**src/rtl/axi_w_dest_router.sv**
```systemverilog
// axi_w_dest_router
//   W-channel stage behind the AW decoder. Queues one-hot destinations pushed
//   per accepted AW, steers each W burst to its initiator port and pops the
//   destination on the last beat. While the AW decoder handles an error, the
//   errored burst is sunk and its completion is pulsed.
// Ports:
//   clk, rst_n                  clock, asynchronous active-low reset
//   push_DEST_i, DEST_i         destination push from the AW decoder
//   grant_FIFO_DEST_o           destination FIFO not full
//   wvalid_i, wlast_i, wready_o W beat handshake on the slave side
//   wvalid_o, wready_i          per-initiator-port W handshake
//   handle_error_i              sink request for the errored W burst
//   wdata_error_completed_o     one-cycle pulse when the errored burst is sunk
module axi_w_dest_router #(
    parameter int unsigned N_INIT_PORT    = 8,
    parameter int unsigned FIFO_DEPTH     = 4,
    parameter int unsigned LOG_FIFO_DEPTH = 2
) (
    input  logic                   clk,
    input  logic                   rst_n,
    input  logic                   push_DEST_i,
    input  logic [N_INIT_PORT-1:0] DEST_i,
    output logic                   grant_FIFO_DEST_o,
    input  logic                   wvalid_i,
    input  logic                   wlast_i,
    output logic                   wready_o,
    output logic [N_INIT_PORT-1:0] wvalid_o,
    input  logic [N_INIT_PORT-1:0] wready_i,
    input  logic                   handle_error_i,
    output logic                   wdata_error_completed_o
);

    typedef enum logic [1:0] {
        ROUTE     = 2'd0,
        ERR_DRAIN = 2'd1,
        ERR_WAIT  = 2'd2
    } state_e;

    localparam logic [LOG_FIFO_DEPTH:0] FULL_CNT = (LOG_FIFO_DEPTH+1)'(FIFO_DEPTH);

    state_e state_q, state_d;

    logic [N_INIT_PORT-1:0]    mem_q [FIFO_DEPTH];
    logic [LOG_FIFO_DEPTH-1:0] wptr_q, wptr_d;
    logic [LOG_FIFO_DEPTH-1:0] rptr_q, rptr_d;
    logic [LOG_FIFO_DEPTH:0]   count_q, count_d;

    logic                   empty;
    logic                   push;
    logic                   pop;
    logic [N_INIT_PORT-1:0] head;

    assign empty             = (count_q == '0);
    assign grant_FIFO_DEST_o = (count_q != FULL_CNT);
    assign head              = mem_q[rptr_q];

    // ------------------------------------------------------------------
    // State register
    // ------------------------------------------------------------------
    always_ff @(posedge clk or negedge rst_n) begin
        if (!rst_n) begin
            state_q <= ROUTE;
        end else begin
            state_q <= state_d;
        end
    end

    // ------------------------------------------------------------------
    // Next-state logic
    // ------------------------------------------------------------------
    always_comb begin
        state_d = state_q;
        case (state_q)
            // Queued bursts precede the errored one, so drain only once empty.
            ROUTE:     if (handle_error_i && empty)  state_d = ERR_DRAIN;
            ERR_DRAIN: if (wvalid_i && wlast_i)      state_d = ERR_WAIT;
            ERR_WAIT:  if (!handle_error_i)          state_d = ROUTE;
            default:                                 state_d = ROUTE;
        endcase
    end

    // ------------------------------------------------------------------
    // Output logic
    // ------------------------------------------------------------------
    always_comb begin
        wvalid_o                = '0;
        wready_o                = 1'b0;
        wdata_error_completed_o = 1'b0;
        case (state_q)
            ROUTE: begin
                if (!empty) begin
                    wvalid_o = head & {N_INIT_PORT{wvalid_i}};
                    wready_o = |(head & wready_i);
                end
            end
            ERR_DRAIN: begin
                wready_o                = 1'b1;
                wdata_error_completed_o = wvalid_i & wlast_i;
            end
            default: ;
        endcase
    end

    // ------------------------------------------------------------------
    // Destination FIFO
    // ------------------------------------------------------------------
    always_comb begin
        pop  = (state_q == ROUTE) & ~empty & wvalid_i & wready_o & wlast_i;
        // A pop in the same cycle frees the slot, so a push while full is
        // taken when it coincides with a pop even though grant reads 0.
        push = push_DEST_i & (grant_FIFO_DEST_o | pop);

        wptr_d  = push ? wptr_q + LOG_FIFO_DEPTH'(1) : wptr_q;
        rptr_d  = pop  ? rptr_q + LOG_FIFO_DEPTH'(1) : rptr_q;
        count_d = count_q;
        case ({push, pop})
            2'b10:   count_d = count_q + (LOG_FIFO_DEPTH+1)'(1);
            2'b01:   count_d = count_q - (LOG_FIFO_DEPTH+1)'(1);
            default: count_d = count_q;
        endcase
    end

    always_ff @(posedge clk or negedge rst_n) begin
        if (!rst_n) begin
            wptr_q  <= '0;
            rptr_q  <= '0;
            count_q <= '0;
            for (int unsigned i = 0; i < FIFO_DEPTH; i++) begin
                mem_q[i] <= '0;
            end
        end else begin
            wptr_q  <= wptr_d;
            rptr_q  <= rptr_d;
            count_q <= count_d;
            if (push) begin
                mem_q[wptr_q] <= DEST_i;
            end
        end
    end

endmodule
```
**config.mk**
```make
export PLATFORM = sky130hd
export DESIGN_NAME = axi_w_dest_router
export DESIGN_NICKNAME = d
export VERILOG_FILES = /design/src/rtl/axi_w_dest_router.sv
export SDC_FILE = /design/constraint.sdc
export NUM_CORES = 1
export LEC_CHECK = 0
export CAP_MARGIN = 20
export CORE_ASPECT_RATIO = 0.75
export CORE_MARGIN = 10
export CORE_UTILIZATION = 48
export DETAILED_ROUTE_END_ITERATION = 6
export GPL_TIMING_DRIVEN = 0
export HOLD_SLACK_MARGIN = 0.05
export PLACE_DENSITY = 0.86
export SYNTH_ARGS = -nofsm -noshare
export SYNTH_HDL_FRONTEND = slang
export SYNTH_SLANG_ARGS = --single-unit
```
**constraint.sdc**
```tcl
create_clock -name clk -period 2.84 [get_ports clk]
set_clock_uncertainty 0.05 [all_clocks]
set_input_delay 0.568 -clock clk [delete_from_list [all_inputs] [get_ports clk]]
set_output_delay 0.568 -clock clk [all_outputs]
set_load 0.05 [all_outputs]
```
==> results.py, run 1 <==
metrics = {
    "die": {
        "pin_count": 33,
        "die-area_mm2": 0.007453,
        "coreArea_mm2": 0.004129,
        "die-height_um": 77.31,
        "rows": 20,
        "floorplan.initialDensity": 0.5091,
        "die_width_um": 96.41,
    },
    "timing": {
        "finalCriticalPeriod_ns": 3.012,
        "max_slew_margin": 0.3886,
        "tightest_slew_ns": 0.9171,
        "hold_violations": 0,
        "rsz0062_at_grt": "true",
        "slew_viol_final": 0,
        "setup_viol": 3,
        "fmax_mhz": 332.0,
        "worst_slack_ns": -0.1723,
        "min_period_over_period": 1.061,
    },
    "worst_setup_path": {
        "start_kind": "flip-flop",
        "worst-path-max-fanout": 5,
        "arrival_ns": 2.39,
        "path_class": "flip-flop to output port",
        "crit_required_ns": 2.22,
        "worstSetupEndpointType": "output port",
    },
    "synth": {
        "async_flop_share": 1.000,
        "ys_seq_area_frac": 0.4881,
        "synth_cell_types": 31,
        "synth_most_common_cell": "dfrtp_1",
        "syn-cell-area_mm2": 0.002102,
        "synth_area_leaders": "dfrtp_1 (49%), mux2_2 (20%), mux2i_1 (3.3%)",
        "synth_warnings": 0,
        "synth_top_area_frac": 0.4881,
        "yosysTopAreaCell": "dfrtp_1",
        "syn_inst": 170,
        "dominantRegCellSynth": "dfrtp_1",
        "avgSynthCellArea_um2": 12.36,
        "synth_seq_cells": 41,
        "synth-edff-count": 0,
        "synthTopCellsByCount": "dfrtp_1 (41), mux2_2 (37), inv_1 (13)",
        "synth_nets": 198,
    },
    "status": {
        "violations": "setup timing",
        "status": "finished, violations left",
    },
    "route": {
        "dr.pass1.iters": 4,
        "wl_per_cell_um": 17.99,
        "wl_um": 4912,
        "vias": 1514,
        "ant_nets": 0,
        "drc_errors": 0,
        "avgViaCountPerCell": 5.546,
        "dr.first_iter.drc_count": 58,
    },
    "finish": {
        "postLayoutCoreUtil": 0.6570,
        "fillers": 302,
        "fin_nets": 245,
        "syn_to_final_growth_pct": 29.05,
        "drive_gt1_frac": 0.3716,
        "insertedDiodeCount": 0,
    },
    "global_route": {
        "grt_usage": 0.1356,
        "grt_antenna_before_repair": 0,
        "grt_pass1_wl_um": 7831,
        "grt_pass1_vias": 1644,
        "grt_max_degree": 42,
        "grt_overflow": 0,
    },
    "placed_design": {
        "place_ws_ns": -0.6466,
        "port_buffers": 32,
        "hpwlAfterDp_um": 3384,
        "place_congestion": 0.7948,
    },
    "clock_network": {
        "htree_levels": 2,
        "clkSlewWorstSetupHoldPaths_ns": 0.08,
        "clock_latency_ns": 0.30,
        "numCtsBuffers": 5,
        "cts_root_buf": "clkbuf_8",
        "cts.sinks": 41,
        "cts_tree": "built",
        "clockBufferDepth": 2,
        "cts_hold_buffers": 0,
    },
    "power_and_ir_drop": {
        "p_per_area_mw_per_mm2": 1225,
        "power.leakage_nw": 1.215,
        "vdd_drop_max_mv": 0.5980,
    },
    "run": {
        "drv_cap": 0,
    },
    "worst_hold_path": {
        "hp-class": "input pin to async pin",
    },
}
==> stage by stage <==
stage / instance area [µm²] / cells / power [mW] / TNS (ns) / hold WS [ns]
finish: 2713 / 273 / 3.323 / -0.4411 / 0.3470
global route: 2713 / 273 / 3.544 / -0.7842 / 0.4022
CTS: 2631 / 271 / 3.187 / -0.1976 / 0.3717
detailed placement: 2486 / 257 / 2.710 / -5.002 / 0.4378
global placement: 2491 / 257 / 2.652 / -2.473 / 0.4338
floorplan: 2102 / 170 / 2.262 / 0 / 0.2224
==> report_power, final <==
part | internal (mW) | switching, mW
combinational | 0.897 | 0.986
sequential | 0.884 | 0.172
clock | 0.173 | 0.211
total | 1.95 | 1.37
==> state kept, by name, summed over array words and instances (netlist names) <==
register,count
state_q,2
rptr_q,2
count_q,3
wptr_q,2
mem_q,32
==> worst max-delay path, stage by stage (launching register included) <==
cell and delay, ns:
dfrtp_1 0.38, buf_6 0.13, mux2_4 0.31, a221o_1 0.36
a222oi_1 0.33, buf_4 0.19, and3_4 0.19, o21ai_2 0.06
buf_6 0.15
==> final timing paths <==
| kind | from | cells past startpoint | slack, ns | to |
|---|---|---|---|---|
| setup / recovery | rptr_q[1]$_DFFE_PN0P_ | 8 | -0.17 | wready_o |
| hold / removal | rst_n | 1 | 0.35 | mem_q[23]$_DFFE_PN0P_ |
| setup reg to reg | rptr_q[1]$_DFFE_PN0P_ | 14 | -0.14 | count_q[2]$_DFFE_PN0P_ |
| hold reg to reg | mem_q[21]$_DFFE_PN0P_ | 1 | 0.46 | mem_q[21]$_DFFE_PN0P_ |
| max in group asynchronous | rst_n | 1 | 1.83 | mem_q[4]$_DFFE_PN0P_ |
| min in group clk | mem_q[21]$_DFFE_PN0P_ | 1 | 0.46 | mem_q[21]$_DFFE_PN0P_ |
==> cell type report <==
cell class,instances,area [µm²],area share
multi-input cells,112,1091,0.4022
clock buffers,6,72.57,0.02675
plain buffers,4,33.78,0.01245
clock inverters,2,15.01,0.005535
repair buffers,40,356.6,0.1315
well taps,55,68.82,0.02537
inverters,13,48.80,0.01799
flip-flops and latches,41,1026,0.3782
==> cells by family after synthesis <==
logic type,Yosys count,synth area share
mux,47,0.2637
compound gates,19,0.06964
fa+ha+maj,6,0.03929
xor+xnor,5,0.02084
simple gates,35,0.08512
buf+inv,17,0.03333
flops,41,0.4881
==> repair_timing <==
item,CTS,global route
pin swaps,6,4
buffers inserted,6,2
cloned,0,0
setup endpoints to repair,12,33
resized for setup,46,24
==> metal layers <==
layer	global-route usage	vias to the layer above	part of all wire
li1	-	714	-
met1	0.1660	740	0.43
met2	0.2060	54	0.47
met3	0.06128	6	0.087
met4	0.04638	0	0.011
met5	0	-	0
==> cells in the final DEF (no fill, tap or decap), types with 2 or more instances in the layout <==
cell type	instances
dfrtp_1	41
buf_2	2
nor2_1	8
a211oi_1	4
nand2b_1	2
buf_6	3
clkbuf_1	2
a221o_1	2
xor2_1	2
a211oi_2	2
o22ai_1	2
clkbuf_8	5
nand2_1	8
ha_1	4
dlygate4sd2_1	4
nand2_4	4
or3_1	2
clkinvlp_4	2
and2_1	2
inv_2	2
and3_1	3
clkdlybuf4s50_1	21
inv_1	11
buf_4	11
mux2i_1	6
mux4_2	3
o221ai_1	3
clkbuf_4	2
xnor2_1	3
mux2_2	36
No activity file was read; power rests on OpenSTA's default activity.
==> run 2: changes to the inputs <==
Settings changed: CTS_CLUSTER_SIZE set to 24, SKIP_CTS_REPAIR_TIMING set to 1.
==> run 2 against run 1 <==
The run still ends with setup timing left. Global-route usage shrank 0.41 points. Critical path type unchanged. Die area stayed put. Non-clock buffer count stayed put. First-iteration DRC count rose by 31%. Sequential power barely moved. Combinational power is essentially flat.
==> results.py, run 2 (synthesized netlist as in run 1, its figures left out) <==
metrics = {
    "worst_setup_path": {
        "cp_num_buf_inv": 3,
        "timing.critical_path.depth": 8,
        "max_stage_delay_ns": 0.38,
        "worst-path-max-fanout": 6,
        "crit_path_cell_trace": "buf_6, mux2_4, a221o_1, a222oi_1, buf_4, and3_4, o21ai_1, buf_6",
        "arrival_ns": 2.40,
        "cp_common_cell": "buf_6",
        "worstSetupEndpointType": "output port",
        "path_delay_family": "compound AO/OA/AOI/OAI gates",
        "crit_required_ns": 2.22,
        "r2r_slack_ns": -0.06,
        "slowest_stage": "dfrtp_1",
        "start_kind": "flip-flop",
        "r2r-start": "rptr_q[1]$_DFFE_PN0P_",
        "r2r-end": "count_q[2]$_DFFE_PN0P_",
        "path_class": "flip-flop to output port",
        "r2r_cells": 14,
    },
    "status": {
        "violations": "setup timing",
        "status": "finished, violations left",
    },
    "global_route": {
        "grt_antenna_before_repair": 0,
        "grt_pass1_wl_um": 7624,
        "grt_max_degree": 42,
        "grt_pass1_vias": 1594,
        "grt_overflow": 0,
        "grt_usage": 0.1315,
    },
    "die": {
        "die-height_um": 77.31,
        "floorplan.initialDensity": 0.5091,
        "rows": 20,
        "die_width_um": 96.41,
        "coreArea_mm2": 0.004129,
        "pin_count": 33,
        "die-area_mm2": 0.007453,
    },
    "route": {
        "wl_met1_um": 2262,
        "avgViaCountPerCell": 5.604,
        "wl_met3_um": 358,
        "ant_nets": 0,
        "wl_per_cell_um": 18.38,
        "drc_errors": 0,
        "dr.first_iter.drc_count": 76,
        "wl_um": 5017,
        "dr.max_layer_used": "met4",
        "wl_met2_um": 2324,
        "dr.pass1.iters": 6,
        "vias": 1530,
    },
    "timing": {
        "hold_violations": 0,
        "rsz0062_at_grt": "true",
        "slew_viol_final": 0,
        "max_slew_margin": 0.3851,
        "setup_viol": 2,
        "hold_ws_ns": 0.3488,
        "finalCriticalPeriod_ns": 3.013,
        "fmax_mhz": 331.9,
        "tightest_slew_ns": 0.9223,
        "worst_slack_ns": -0.1731,
        "min_period_over_period": 1.061,
    },
    "finish": {
        "fillers": 300,
        "largest_register_ffs": 32,
        "top_register": "mem_q",
        "final_cell_count_no_fill": 273,
        "drive_gt1_frac": 0.3716,
        "mostFrequentLayoutCells": "dfrtp_1 (41), mux2_2 (36), clkdlybuf4s50_1 (21), buf_4 (13), inv_1 (11)",
        "syn_to_final_growth_pct": 29.35,
        "postLayoutCoreUtil": 0.6585,
        "largest_registers": "mem_q x32, count_q x3",
        "insertedDiodeCount": 0,
        "layout_commonest_cell": "dfrtp_1",
        "fin_nets": 245,
    },
    "run": {
        "drv_cap": 0,
    },
    "clock_network": {
        "cts.sinks": 41,
        "cts_tree": "built",
        "clock_latency_ns": 0.31,
        "htree_levels": 2,
        "numCtsBuffers": 5,
        "clockBufferDepth": 2,
        "cts_root_buf": "clkbuf_8",
        "clkSlewWorstSetupHoldPaths_ns": 0.08,
    },
    "placed_design": {
        "place_congestion": 0.7948,
        "port_buffers": 32,
        "hpwlAfterDp_um": 3384,
        "place_inst": 257,
    },
    "power_and_ir_drop": {
        "p_comb_frac": 0.568,
        "pwr-share-seq": 0.316,
        "vdd_drop_max_mv": 0.7285,
        "p_per_area_mw_per_mm2": 1230,
        "finalPower_mw": 3.344,
        "power.leakage_nw": 1.241,
        "p_int_mw": 1.967,
        "sw_frac_of_total": 0.4117,
        "power_switching_mw": 1.377,
        "clkPwrFrac": 0.115,
    },
    "worst_hold_path": {
        "hp-class": "input pin to async pin",
    },
}
run 2: changes by cell type in the layout (fill, tap and decap cells not counted), sizes merged:
cell	change
dlygate4sd2	-4
dlymetal6s2s	+4
buf	+1
clkbuf	-1
run 2: final cells by class:
class / count / area (µm²) / area share
Multi-Input combinational cell: 112 / 1071 / 0.3939
Sequential cell: 41 / 1026 / 0.3774
Timing Repair Buffer: 40 / 386.6 / 0.1422
Clock buffer: 6 / 72.57 / 0.02669
Tap cell: 55 / 68.82 / 0.02531
Inverter: 13 / 48.80 / 0.01795
Buffer: 4 / 30.03 / 0.01104
Clock inverter: 2 / 15.01 / 0.005522
run 2: worst max-delay path by stage:
stage	start	to	slack (ns)
floorplan	rptr_q[1]$_DFFE_PN0P_	count_q[2]$_DFFE_PN0P_	0.008
CTS	rptr_q[1]$_DFFE_PN0P_	wready_o	-0.88
detailed placement	wready_i[4]	wready_o	-0.65
global route	rptr_q[0]$_DFFE_PN0P_	wready_o	-0.25
finish	rptr_q[1]$_DFFE_PN0P_	wready_o	-0.17
global placement	wready_i[0]	wready_o	-0.64
run 2: power groups by stage:
stage / combinational, mW / clock, mW / sequential (mW)
floorplan: 1.26 / 0 / 1.01
global placement: 1.61 / 0 / 1.04
detailed placement: 1.65 / 0 / 1.06
CTS: 1.66 / 0.399 / 1.04
global route: 2.05 / 0.423 / 1.09
finish: 1.90 / 0.386 / 1.06
run 2: per-stage QoR:
step / area (µm²) / TNS, ns / worst slack [ns]
after floorplan: 2102 / 0 / 0.007521
after global placement: 2491 / -2.473 / -0.6415
after detailed placement: 2486 / -5.002 / -0.6466
after CTS: 2574 / -4.169 / -0.8822
after global routing: 2719 / -0.5463 / -0.2545
final: 2719 / -0.2307 / -0.1731
run 2: per-layer routing:
layer  global-route usage  up-vias
met1               0.1625      763
met3              0.06031        7
met5                    0        -
met4              0.04638        0
met2               0.1966       53
li1                     -      707
==> run 3: changes to the inputs <==
Settings changed: MAX_ROUTING_LAYER set to met4, SLEW_MARGIN set to 20.
==> run 3 against run 2 <==
The run still ends with setup timing left. Design area shrank 0.69%. First-iteration DRC count shrank 37%. Utilization is 0.45 points lower. Setup slack got worse by 0.026 ns. Register-to-register slack worse by 0.09 ns. Via count shrank 1.5%. Combinational power decreased by 4%. Final cell count unchanged. Maximum frequency is 0.86% lower. Critical path depth did not move.
==> results.py, run 3 (synthesized netlist as in run 1, its figures left out) <==
metrics = {
    "status": {
        "status": "finished, violations left",
        "violations": "setup timing",
    },
    "worst_setup_path": {
        "crit_required_ns": 2.22,
        "worstSetupEndpointType": "output port",
        "worst-path-max-fanout": 6,
        "arrival_ns": 2.42,
        "path_class": "flip-flop to output port",
        "start_kind": "flip-flop",
    },
    "finish": {
        "largest_registers": "mem_q x32, count_q x3",
        "fillers": 321,
        "insertedDiodeCount": 0,
        "largest_register_ffs": 32,
        "drive_gt1_frac": 0.3532,
        "fin_nets": 245,
        "syn_to_final_growth_pct": 28.45,
        "postLayoutCoreUtil": 0.6539,
        "top_register": "mem_q",
        "layout_commonest_cell": "dfrtp_1",
        "mostFrequentLayoutCells": "dfrtp_1 (41), mux2_2 (36), clkdlybuf4s50_1 (21), inv_1 (12), buf_4 (12)",
    },
    "global_route": {
        "grt_pass1_wl_um": 7686,
        "grt_pass1_vias": 1614,
        "grt_overflow": 0,
        "grt_antenna_before_repair": 0,
        "grt_max_degree": 27,
        "grt_usage": 0.1353,
    },
    "power_and_ir_drop": {
        "power_switching_mw": 1.349,
        "pwr-share-seq": 0.323,
        "p_int_mw": 1.917,
        "vdd_drop_max_mv": 0.5955,
        "p_comb_frac": 0.560,
        "clkPwrFrac": 0.118,
        "power.leakage_nw": 1.239,
        "p_per_area_mw_per_mm2": 1210,
        "sw_frac_of_total": 0.4130,
        "finalPower_mw": 3.266,
    },
    "route": {
        "ant_nets": 0,
        "dr.first_iter.drc_count": 48,
        "avgViaCountPerCell": 5.520,
        "drc_errors": 0,
        "vias": 1507,
        "dr.pass1.iters": 4,
        "wl_um": 4952,
        "wl_per_cell_um": 18.14,
    },
    "timing": {
        "rsz0062_at_grt": "true",
        "fin_setup_tns_ns": -0.4108,
        "max_slew_margin": 0.6515,
        "min_period_over_period": 1.070,
        "hold_violations": 0,
        "worst_slack_ns": -0.1992,
        "setup_viol": 3,
        "finalCriticalPeriod_ns": 3.039,
        "slew_viol_final": 0,
        "tightest_slew_ns": 0.5219,
        "fmax_mhz": 329.0,
    },
    "clock_network": {
        "htree_levels": 2,
        "cts_root_buf": "clkbuf_8",
        "cts_tree": "built",
        "clkSlewWorstSetupHoldPaths_ns": 0.08,
        "cts.sinks": 41,
        "clock_latency_ns": 0.30,
        "numCtsBuffers": 5,
        "clockBufferDepth": 2,
    },
    "placed_design": {
        "hpwlAfterDp_um": 3496,
        "place_congestion": 0.8061,
        "port_buffers": 32,
    },
    "die": {
        "die_width_um": 96.41,
        "die-height_um": 77.31,
        "rows": 20,
        "die-area_mm2": 0.007453,
        "floorplan.initialDensity": 0.5091,
        "pin_count": 33,
        "coreArea_mm2": 0.004129,
    },
    "worst_hold_path": {
        "hp-class": "input pin to async pin",
    },
    "run": {
        "drv_cap": 0,
    },
}
[run 3: metrics by stage]
stage / cell area (µm²) / instances / setup WS (ns) / hold slack [ns]
floorplan: 2102 / 170 / 0.007521 / 0.2224
global placement: 2491 / 257 / -0.6415 / 0.4338
detailed placement: 2506 / 258 / -0.6593 / 0.4378
CTS: 2594 / 266 / -0.8840 / 0.1413
global route: 2700 / 273 / -0.2671 / 0.1546
finish: 2700 / 273 / -0.1992 / 0.1341
[run 3: worst max-delay path, cell delays in order (launching register included)]
cell      delay [ns]
dfrtp_1         0.37
buf_6           0.14
mux2_4          0.30
a221o_1         0.31
a222oi_1        0.34
buf_4           0.21
and3_4          0.21
o21ai_1         0.08
buf_6           0.16
[run 3: cell type report]
| cell class | instances | area [µm²] | area share |
|---|---|---|---|
| plain buffers | 4 | 30.03 | 0.01112 |
| clock inverters | 2 | 15.01 | 0.005561 |
| flip-flops and latches | 41 | 1026 | 0.3800 |
| clock buffers | 6 | 72.57 | 0.02688 |
| repair buffers | 40 | 386.6 | 0.1432 |
| inverters | 13 | 48.80 | 0.01807 |
| well taps | 55 | 68.82 | 0.02549 |
| multi-input cells | 112 | 1052 | 0.3897 |
[run 3: final timing paths]
| kind | startpoint | endpoint | slack [ns] | cells past startpoint |
|---|---|---|---|---|
| min reg2reg | state_q[1]$_DFFE_PN0P_ | state_q[0]$_DFFE_PN0P_ | 0.46 | 1 |
| max in group asynchronous | rst_n | mem_q[28]$_DFFE_PN0P_ | 2.14 | 2 |
| min in group clk | state_q[1]$_DFFE_PN0P_ | state_q[0]$_DFFE_PN0P_ | 0.46 | 1 |
| max | rptr_q[1]$_DFFE_PN0P_ | wready_o | -0.20 | 8 |
| max reg2reg | rptr_q[1]$_DFFE_PN0P_ | count_q[2]$_DFFE_PN0P_ | -0.15 | 14 |
| min | rst_n | count_q[2]$_DFFE_PN0P_ | 0.13 | 1 |
[run 3: per-layer routing]
| metal | wire length, µm | GRT usage | share of wire | up-vias |
|---|---|---|---|---|
| met2 | 2219 | 0.1960 | 0.45 | 63 |
| met3 | 364 | 0.03599 | 0.074 | 17 |
| met5 | 0 | - | 0 | - |
| met4 | 124 | 0.06232 | 0.025 | 0 |
| met1 | 2244 | 0.1711 | 0.45 | 721 |
| li1 | - | - | - | 706 |
[run 3: power by group through the flow]
stage | sequential (mW) | clock, mW | combinational (mW)
after floorplan | 1.01 | 0 | 1.26
after global placement | 1.04 | 0 | 1.61
after detailed placement | 1.06 | 0 | 1.66
after CTS | 1.05 | 0.392 | 1.67
after global routing | 1.09 | 0.416 | 1.96
final | 1.05 | 0.384 | 1.83
